**src/rtl/watchdog_reset_requester.sv**
```systemverilog
// Processor-side watchdog: armed and kicked through PicoBlaze port writes.
// Raises a warning before expiry, then drives a fixed-length reset request pulse.
module watchdog_reset_requester #(
  parameter int unsigned TIMEOUT_CYCLES = 1000000,
  parameter int unsigned WARN_CYCLES    = 1000,
  parameter int unsigned PULSE_CYCLES   = 16,
  parameter logic [7:0]  BASE_ADDR      = 8'hF0
) (
  input  logic       CLK_IN,
  input  logic       RESET_N_IN,
  input  logic [7:0] PORT_ID,
  input  logic       WRITE_STROBE,
  input  logic [7:0] OUT_PORT,
  output logic [7:0] IN_PORT,
  output logic       WARN_IRQ_OUT,
  output logic       RESET_REQ_OUT
);

  localparam logic [7:0]  CTRL_ADDR   = BASE_ADDR;
  localparam logic [7:0]  KICK_ADDR   = BASE_ADDR + 8'd1;
  localparam logic [7:0]  STATUS_ADDR = BASE_ADDR + 8'd2;
  localparam logic [7:0]  KICK_KEY    = 8'hA5;
  localparam logic [23:0] RELOAD      = 24'(TIMEOUT_CYCLES - 1);
  localparam logic [23:0] WARN_LIM    = 24'(WARN_CYCLES);
  localparam logic [7:0]  PULSE_LAST  = 8'(PULSE_CYCLES - 1);

  typedef enum logic [1:0] {IDLE, ARMED, FIRE} state_t;

  state_t      state;
  logic [23:0] count;
  logic [7:0]  pulse_cnt;
  logic        timeout_flag;

  logic       ctrl_wr, kick_wr, status_wr, armed;
  logic [7:0] rd_data;

  always_comb begin
    ctrl_wr   = WRITE_STROBE && (PORT_ID == CTRL_ADDR);
    kick_wr   = WRITE_STROBE && (PORT_ID == KICK_ADDR);
    status_wr = WRITE_STROBE && (PORT_ID == STATUS_ADDR);
    armed     = (state == ARMED);
    rd_data   = '0;
    if (PORT_ID == STATUS_ADDR)
      rd_data = {5'b0, timeout_flag, WARN_IRQ_OUT, armed};
    else if (PORT_ID == CTRL_ADDR)
      rd_data = {7'b0, armed};
  end

  always_ff @(posedge CLK_IN) begin
    if (!RESET_N_IN) begin
      state         <= IDLE;
      count         <= '0;
      pulse_cnt     <= '0;
      timeout_flag  <= 1'b0;
      IN_PORT       <= '0;
      WARN_IRQ_OUT  <= 1'b0;
      RESET_REQ_OUT <= 1'b0;
    end else begin
      IN_PORT <= rd_data;
      case (state)
        IDLE: begin
          count         <= '0;
          WARN_IRQ_OUT  <= 1'b0;
          RESET_REQ_OUT <= 1'b0;
          if (status_wr)
            timeout_flag <= 1'b0;
          if (ctrl_wr && OUT_PORT[0]) begin
            state        <= ARMED;
            count        <= RELOAD;
            WARN_IRQ_OUT <= (RELOAD < WARN_LIM);
          end
        end
        ARMED: begin
          RESET_REQ_OUT <= 1'b0;
          if (status_wr)
            timeout_flag <= 1'b0;
          // Priority in the expiry cycle: disable, then valid kick, then bad kick/expiry.
          if (ctrl_wr && !OUT_PORT[0]) begin
            state        <= IDLE;
            count        <= '0;
            WARN_IRQ_OUT <= 1'b0;
          end else if (kick_wr && OUT_PORT == KICK_KEY) begin
            count        <= RELOAD;
            WARN_IRQ_OUT <= (RELOAD < WARN_LIM);
          end else if (kick_wr || count == '0) begin
            state         <= FIRE;
            count         <= '0;
            pulse_cnt     <= PULSE_LAST;
            timeout_flag  <= 1'b1;
            WARN_IRQ_OUT  <= 1'b0;
            RESET_REQ_OUT <= 1'b1;
          end else begin
            count        <= count - 24'd1;
            WARN_IRQ_OUT <= ((count - 24'd1) < WARN_LIM);
          end
        end
        FIRE: begin
          WARN_IRQ_OUT <= 1'b0;
          if (pulse_cnt == '0) begin
            state         <= IDLE;
            RESET_REQ_OUT <= 1'b0;
          end else begin
            pulse_cnt     <= pulse_cnt - 8'd1;
            RESET_REQ_OUT <= 1'b1;
          end
        end
        default: begin
          state         <= IDLE;
          count         <= '0;
          WARN_IRQ_OUT  <= 1'b0;
          RESET_REQ_OUT <= 1'b0;
        end
      endcase
    end
  end

endmodule

```
**config.mk**
```make
export PLATFORM = sky130hd
export DESIGN_NAME = watchdog_reset_requester
export DESIGN_NICKNAME = d
export VERILOG_FILES = /design/src/rtl/watchdog_reset_requester.sv
export SDC_FILE = /design/constraint.sdc
export NUM_CORES = 1
export LEC_CHECK = 0
export CORE_AREA = 2 2 76 92
export DETAILED_ROUTE_END_ITERATION = 10
export DIE_AREA = 0 0 78 94
export GPL_TIMING_DRIVEN = 0
export PLACE_DENSITY = 0.74
export SYNTH_ARGS = -nofsm -noshare
export SYNTH_HDL_FRONTEND = slang
export SYNTH_SLANG_ARGS = --single-unit
```
**constraint.sdc**
```tcl
create_clock -name CLK_IN -period 7.1 [get_ports CLK_IN]
set_input_delay 2.13 -clock CLK_IN [delete_from_list [all_inputs] [get_ports CLK_IN]]
set_output_delay 2.13 -clock CLK_IN [all_outputs]
set_load 0.1 [all_outputs]
```
==> metrics.csv, run 1 <==
stage,metric,value,unit
die,num rows,32,
power,Max VDD drop,153.1,uV
power,Sw Share,30.85,%
timing,setup_tns,0,ns
die,die height,94,um
synth,"Seq/Total Area, Yosys",28.50,%
synth,post-synthesis adder-cell area fraction,2.671,%
min_path,Worst Hold Class,flip-flop to flip-flop,
timing,Finish-stage setup viols,0,
synth,Post-synth top flop,dfxtp_1,
power,P_int,0.3565,mW
grt,vias in the first global route,2709,
synth,Synth Area in XOR/XNOR,1.870,%
layout,share of cells above drive strength 1,11.34,%
critical_path,Worst path slowest cell,clkdlybuf4s50_1,
grt,pin count of the biggest net entering global routing,12,
synth,Post-synth EDFFs,0,
die,Die X,78,um
critical_path,Critical Path RT,7.30,ns
power,clock share of power,32.8,%
run_status,outcome,completed,
synth,Yosys top cell area share,28.50,%
place,Detail Placement HPWL,5.516,mm
critical_path,WP data arrival,4.43,ns
drt,DRT iter0 DRCs,219,
synth,cell taking the most area after synthesis,dfxtp_1,
drt,final wirelength,7.465,mm
die,Ports,29,
drt,# DRC,0,
drt,Detailed Routing Iterations Pass 1,5,
synth,mux contribution to synthesized area,1.069,%
timing,Setup Skew,0.004627,ns
synth,register bit total from synthesis,40,
clock_network,Post-CTS Setup Repair Bufs,0,
clock_network,# hold bufs at CTS,0,
timing,part of the cycle the worst path needs,59.63,%
clock_network,Max Buffers Root-to-Sink,2,
clock_network,total CTS buffers,5,
synth,simple-gate share of the synthesized area,36.24,%
synth,"top cells by area, synth","dfxtp_1, a21oi_1, o21ai_0, nor2_1, nand2_1",
critical_path,Crit Path Max Fanout,4,
timing,count of pins over their slew limit,0,
place,IO Port Bufs,23,
power,Flop pwr share,45.7,%
synth,Syn Area/Cell,7.742,um^2
grt,GRT overflow,0,
timing,Max Fclk,236.2,MHz
critical_path,CP Class,input pin to flip-flop,
timing,RSZ-0062 raised after global routing,no,
drt,via count,2878,
critical_path,CP Capture Type,flip-flop,
clock_network,H-tree depth,2,
clock_network,clk slew on worst S/H paths,0.08,ns
synth,synth cell count leaders,"a21oi_1, dfxtp_1, nor2_1, o21ai_0, nand2_1",
timing,Hold WS,0.4834,ns
die,die area,0.007332,mm^2
synth,Synth Warn #,0,
synth,most frequent cell after synthesis,a21oi_1,
synth,Post-Synthesis Cells,363,
drt,vias per std cell,5.971,
critical_path,crit-path cells,"clkdlybuf4s50_1, or3b_2, nor3_1, a21oi_2, o21a_1, or3b_1, a211oi_1",
power,Switch Pwr,0.1590,mW
synth,Synth Area in Compound Gates,22.57,%
power,combinational share of power,21.5,%
grt,initial antenna violation count,0,
clock_network,cts repair resizes,0,
layout,# diodes,0,
critical_path,startpoint types,input pin,
synth,largest family of logic cells by synthesized area,simple AND/OR/NAND/NOR gates,
layout,Final Util,50.86,%
clock_network,Sink Count,40,
synth,Async SR Flop Fraction,0,%
layout,Nets,422,
timing,Slew @ Worst Pin,0.9767,ns
critical_path,CP max stage delay,0.51,ns
timing,Final Hold Viols,0,
drt,DRT antenna net count,0,
timing,Worst slew margin,34.68,%
place,GP Congestion,0.8811,
clock_network,clk_lat worst skew,0.30,ns
synth,Yosys cell types,67,
power,P_leak,1.157,nW
grt,global-route wire length before repair,12.41,mm
power,PD cells,158.2,mW/mm^2
job,Max-Cap Viols,0,
die,core box area,0.006406,mm^2
timing,Tmin final,4.234,ns
synth,Synth Cell Area,0.002810,mm^2
grt,gr usage total,21.08,%
die,Starting Density,43.87,%
clock_network,CTS tree,built,
drt,DR WL/cell,15.49,um
clock_network,Clock Tree Root,clkbuf_8,
layout,Synth-to-Final Area Change,15.94,%
-- worst max-delay path: cells and delay by family --
kind / cells / cell delay [ns]
AND/OR/NAND/NOR: 3 / 1.18
AO/OA/AOI/OAI: 3 / 0.62
buffers and inverters: 1 / 0.51
-- registers in the layout (all words and copies together) (netlist names) --
register / flops
timeout_flag: 1
IN_PORT: 3
state: 2
pulse_cnt: 8
count: 24
RESET_REQ_OUT: 1
WARN_IRQ_OUT: 1
-- kinds of logic after synthesis --
logic type | Yosys count
simple gates | 164
compound gates | 105
flops | 40
buf+inv | 38
fa+ha+maj | 6
xor+xnor | 6
mux | 3
other cells | 1
-- per-stage QoR --
step           cells  setup WS (ns)  power (mW)  cell area, um^2
6_report         482          2.866      0.5155             3258
5_1_grt          482          2.756      0.5370             3258
4_1_cts          482          2.872      0.5169             3258
3_5_place_dp     475          2.566      0.3499             3162
3_3_place_gp     475          2.606      0.3472             3162
2_1_floorplan    367          3.302      0.3187             2825
-- worst paths after layout --
kind         depth (start not counted)      endpoint  slack, ns         start
max reg2reg                          9  WARN_IRQ_OUT       3.93      count[1]
min reg2reg                          2  timeout_flag       0.48  timeout_flag
min                                  2  timeout_flag       0.48  timeout_flag
max                                  7      state[0]       2.87    PORT_ID[0]
-- cells in the final DEF, fill, tap and decap left out, types with 3 or more instances in the layout --
cell type / count
o21ai_0: 24
or3_1: 8
clkbuf_8: 7
and3_1: 3
clkbuf_1: 10
conb_1: 5
nor3_1: 13
ha_1: 6
nand3_1: 13
nand2b_1: 4
nor4_1: 6
nand2_1: 22
a21o_1: 3
clkdlybuf4s50_1: 23
inv_1: 10
nor2_1: 32
dfxtp_1: 40
a31oi_1: 11
buf_2: 9
o31ai_1: 3
xnor2_1: 4
a21oi_1: 43
nand3b_1: 9
nor2b_1: 5
mux2i_1: 3
nor3b_1: 7
nand4_1: 12
buf_4: 7
-- cell type report --
class | instances | area, um^2
Buffer | 28 | 157.7
Clock buffer | 7 | 96.34
Fill cell | 638 | 3148
Inverter | 10 | 37.54
Multi-Input combinational cell | 289 | 1829
Sequential cell | 40 | 800.8
Tap cell | 85 | 106.4
Timing Repair Buffer | 23 | 230.2
-- layer usage --
metal	global-route usage [%]	vias up	part of all wire (%)	wire, um
li1	-	1410	-	-
met1	25.80	1374	44	3290
met2	36.21	80	50	3755
met3	3.173	14	3.3	250
met4	9.942	0	2.3	168
met5	0	-	0	0
-- power by group through the flow --
stage | clock network (mW) | registers (mW) | logic, mW
global placement | 0 | 0.241 | 0.107
finish | 0.169 | 0.236 | 0.111
CTS | 0.172 | 0.236 | 0.110
floorplan | 0 | 0.239 | 0.0793
detailed placement | 0 | 0.241 | 0.109
global route | 0.179 | 0.236 | 0.122
(Power assumes the default switching activity.)
==> inputs of run 2 (changes only) <==
--- a/config.mk
+++ b/config.mk
@@ -9,7 +9,7 @@
 export DETAILED_ROUTE_END_ITERATION = 10
 export DIE_AREA = 0 0 78 94
 export GPL_TIMING_DRIVEN = 0
-export PLACE_DENSITY = 0.74
+export PLACE_DENSITY = 0.76
 export SYNTH_ARGS = -nofsm -noshare
 export SYNTH_HDL_FRONTEND = slang
 export SYNTH_SLANG_ARGS = --single-unit
==> constraint.sdc (replaced) <==
create_clock -name CLK_IN -period 3.8 [get_ports CLK_IN]
set_input_delay 1.14 -clock CLK_IN [delete_from_list [all_inputs] [get_ports CLK_IN]]
set_output_delay 1.14 -clock CLK_IN [all_outputs]
set_load 0.1 [all_outputs]
==> run 2 against run 1 <==
Sequential cell count did not move. Clock skew fell by 0.0021 ns. Register-to-register slack got worse by 3.4 ns. Global-route usage fell by 0.24 points. Power rose by 78%. Clock power rose by 63%. Critical endpoint is now WARN_IRQ_OUT. Cell count did not move. First-iteration DRC count rose by 15%.
==> metrics.csv, run 2 (same netlist as run 1, synthesis figures left out) <==
stage,metric,value,unit,change
power,PD cells,283.9,mW/mm^2,was 158.2 mW/mm^2
clock_network,Max Buffers Root-to-Sink,2,,unchanged
die,core box area,0.006406,mm^2,unchanged
grt,pin count of the biggest net entering global routing,12,,unchanged
layout,top flop regs,"count: 24 flops, pulse_cnt: 8 flops, IN_PORT: 3 flops",,unchanged
critical_path,WP data arrival,3.49,ns,was 4.43 ns
grt,global-route wire length before repair,12.29,mm,was 12.41 mm
grt,vias in the first global route,2706,,was 2709
place,Detail Placement HPWL,5.407,mm,was 5.516 mm
timing,Finish-stage setup viols,0,,unchanged
place,GP Congestion,0.8359,,was 0.8811
place,IO Port Bufs,23,,unchanged
timing,part of the cycle the worst path needs,85.53,%,
grt,initial antenna violation count,0,,unchanged
critical_path,startpoint types,flip-flop,,was input pin
grt,GRT overflow,0,,unchanged
power,Max VDD drop,251.2,uV,was 153.1 uV
drt,# DRC,0,,unchanged
min_path,Worst Hold Class,flip-flop to flip-flop,,unchanged
die,Starting Density,43.87,%,unchanged
timing,Hold WS,0.4765,ns,was 0.4834 ns
timing,Final Hold Viols,0,,unchanged
clock_network,H-tree depth,2,,unchanged
clock_network,total CTS buffers,5,,unchanged
grt,GRT busiest layer,met2,,unchanged
power,P_leak,1.148,nW,was 1.157 nW
timing,RSZ-0062 raised after global routing,no,,unchanged
power,Total Power,0.9196,mW,was 0.5155 mW
critical_path,CP Capture Type,flip-flop,,unchanged
drt,final wirelength,7.318,mm,was 7.465 mm
clock_network,clk_lat worst skew,0.30,ns,about the same
run_status,outcome,completed,,unchanged
grt,met1 Track Usage GR,24.88,%,was 25.80%
grt,grt met2 use,37.43,%,was 36.21%
drt,Detailed Routing Iterations Pass 1,4,,was 5
layout,# diodes,0,,unchanged
timing,setup_tns,0,ns,unchanged
layout,Final Util,50.57,%,was 50.86%
grt,met3 GRT Util,3.269,%,was 3.173%
layout,share of cells above drive strength 1,11.08,%,was 11.34%
timing,Setup Skew,0.002516,ns,was 0.004627 ns
job,Max-Cap Viols,0,,unchanged
drt,DRT antenna net count,0,,unchanged
critical_path,CP Class,flip-flop to flip-flop,,was input pin to flip-flop
die,Ports,29,,unchanged
critical_path,Critical Path RT,4.04,ns,was 7.30 ns
drt,vias per std cell,6.012,,was 5.971
timing,count of pins over their slew limit,0,,unchanged
layout,filler cell count,637,,was 638
die,num rows,32,,unchanged
layout,max reg flops,24,,unchanged
die,die height,94,um,unchanged
drt,DR WL/cell,15.18,um,was 15.49 um
timing,Max Fclk,307.7,MHz,
clock_network,cts repair resizes,0,,unchanged
drt,DRT iter0 DRCs,251,,was 219
critical_path,Crit Path Max Fanout,8,,was 4
layout,"leading cell type in the layout, fill and taps excluded",a21oi_1,,unchanged
timing,Tmin final,3.250,ns,
layout,Largest Register,count,,unchanged
die,Die X,78,um,unchanged
die,die area,0.007332,mm^2,unchanged
layout,Synth-to-Final Area Change,15.27,%,was 15.94%
layout,most frequent cells in the layout,"a21oi_1, dfxtp_1, nor2_1",,unchanged
grt,gr usage total,20.85,%,was 21.08%
clock_network,# hold bufs at CTS,0,,unchanged
clock_network,CTS tree,built,,unchanged
drt,via count,2898,,was 2878
timing,Slew @ Worst Pin,0.9686,ns,was 0.9767 ns
clock_network,clk slew on worst S/H paths,0.08,ns,about the same
clock_network,Clock Tree Root,clkbuf_8,,unchanged
layout,Nets,422,,unchanged
clock_network,Post-CTS Setup Repair Bufs,0,,unchanged
clock_network,Sink Count,40,,unchanged
timing,Worst slew margin,35.22,%,was 34.68%
[run 2: cell types whose count changed in the layout (fill, tap and decap cells not counted)]
cell / change
clkbuf_1: +1
clkinv_2: +1
clkbuf_8: -2
[run 2: final timing paths]
kind         slack (ns)    startpoint  cells after the start            to
min                0.48  timeout_flag                      2  timeout_flag
max                0.55      count[0]                      9  WARN_IRQ_OUT
max reg2reg        0.55      count[0]                      9  WARN_IRQ_OUT
min reg2reg        0.48  timeout_flag                      2  timeout_flag
[run 2: worst max-delay path: stages (launching register included)]
cell,delay [ns]
dfxtp_1,0.30
buf_4,0.16
inv_1,0.06
ha_1,0.23
nor3b_1,0.73
nand2_1,0.29
nor3_1,0.35
xor2_1,0.14
a2111oi_0,0.63
o2111a_1,0.30
[run 2: through the flow]
step | worst slack (ns) | cell area (um^2) | instances
final | 0.5497 | 3239 | 482
after floorplan | 0.9918 | 2825 | 367
after global routing | 0.2770 | 3239 | 482
after detailed placement | 0.2385 | 3162 | 475
after CTS | 0.5414 | 3239 | 482
after global placement | 0.2762 | 3162 | 475
[run 2: power by group]
| group | total (mW) | internal, mW | switching, mW |
|---|---|---|---|
| Sequential | 0.440 | 0.429 | 0.0112 |
| Clock | 0.275 | 0.125 | 0.150 |
| Combinational | 0.205 | 0.0750 | 0.130 |
[run 2: per-layer routing]
metal,vias up,share of wire (%)
met5,-,0
met4,0,1.7
met3,15,4.9
met2,91,51
met1,1379,42
li1,1413,-
[run 2: final cells by class]
type	instances	area [um^2]	share of cell area, %
multi-input cells	289	1829	56.47
flip-flops and latches	40	800.8	24.72
repair buffers	23	230.2	7.107
plain buffers	28	157.7	4.867
well taps	85	106.4	3.283
clock buffers	6	72.57	2.240
inverters	10	37.54	1.159
clock inverters	1	5.005	0.1545
==> inputs of run 3 (changes only) <==
--- a/config.mk
+++ b/config.mk
@@ -10,6 +10,7 @@
 export DIE_AREA = 0 0 78 94
 export GPL_TIMING_DRIVEN = 0
 export PLACE_DENSITY = 0.76
+export SLEW_MARGIN = 20
 export SYNTH_ARGS = -nofsm -noshare
 export SYNTH_HDL_FRONTEND = slang
 export SYNTH_SLANG_ARGS = --single-unit
==> results of run 3 <==
Final layout, timing and power as in run 2 (identical DEF).
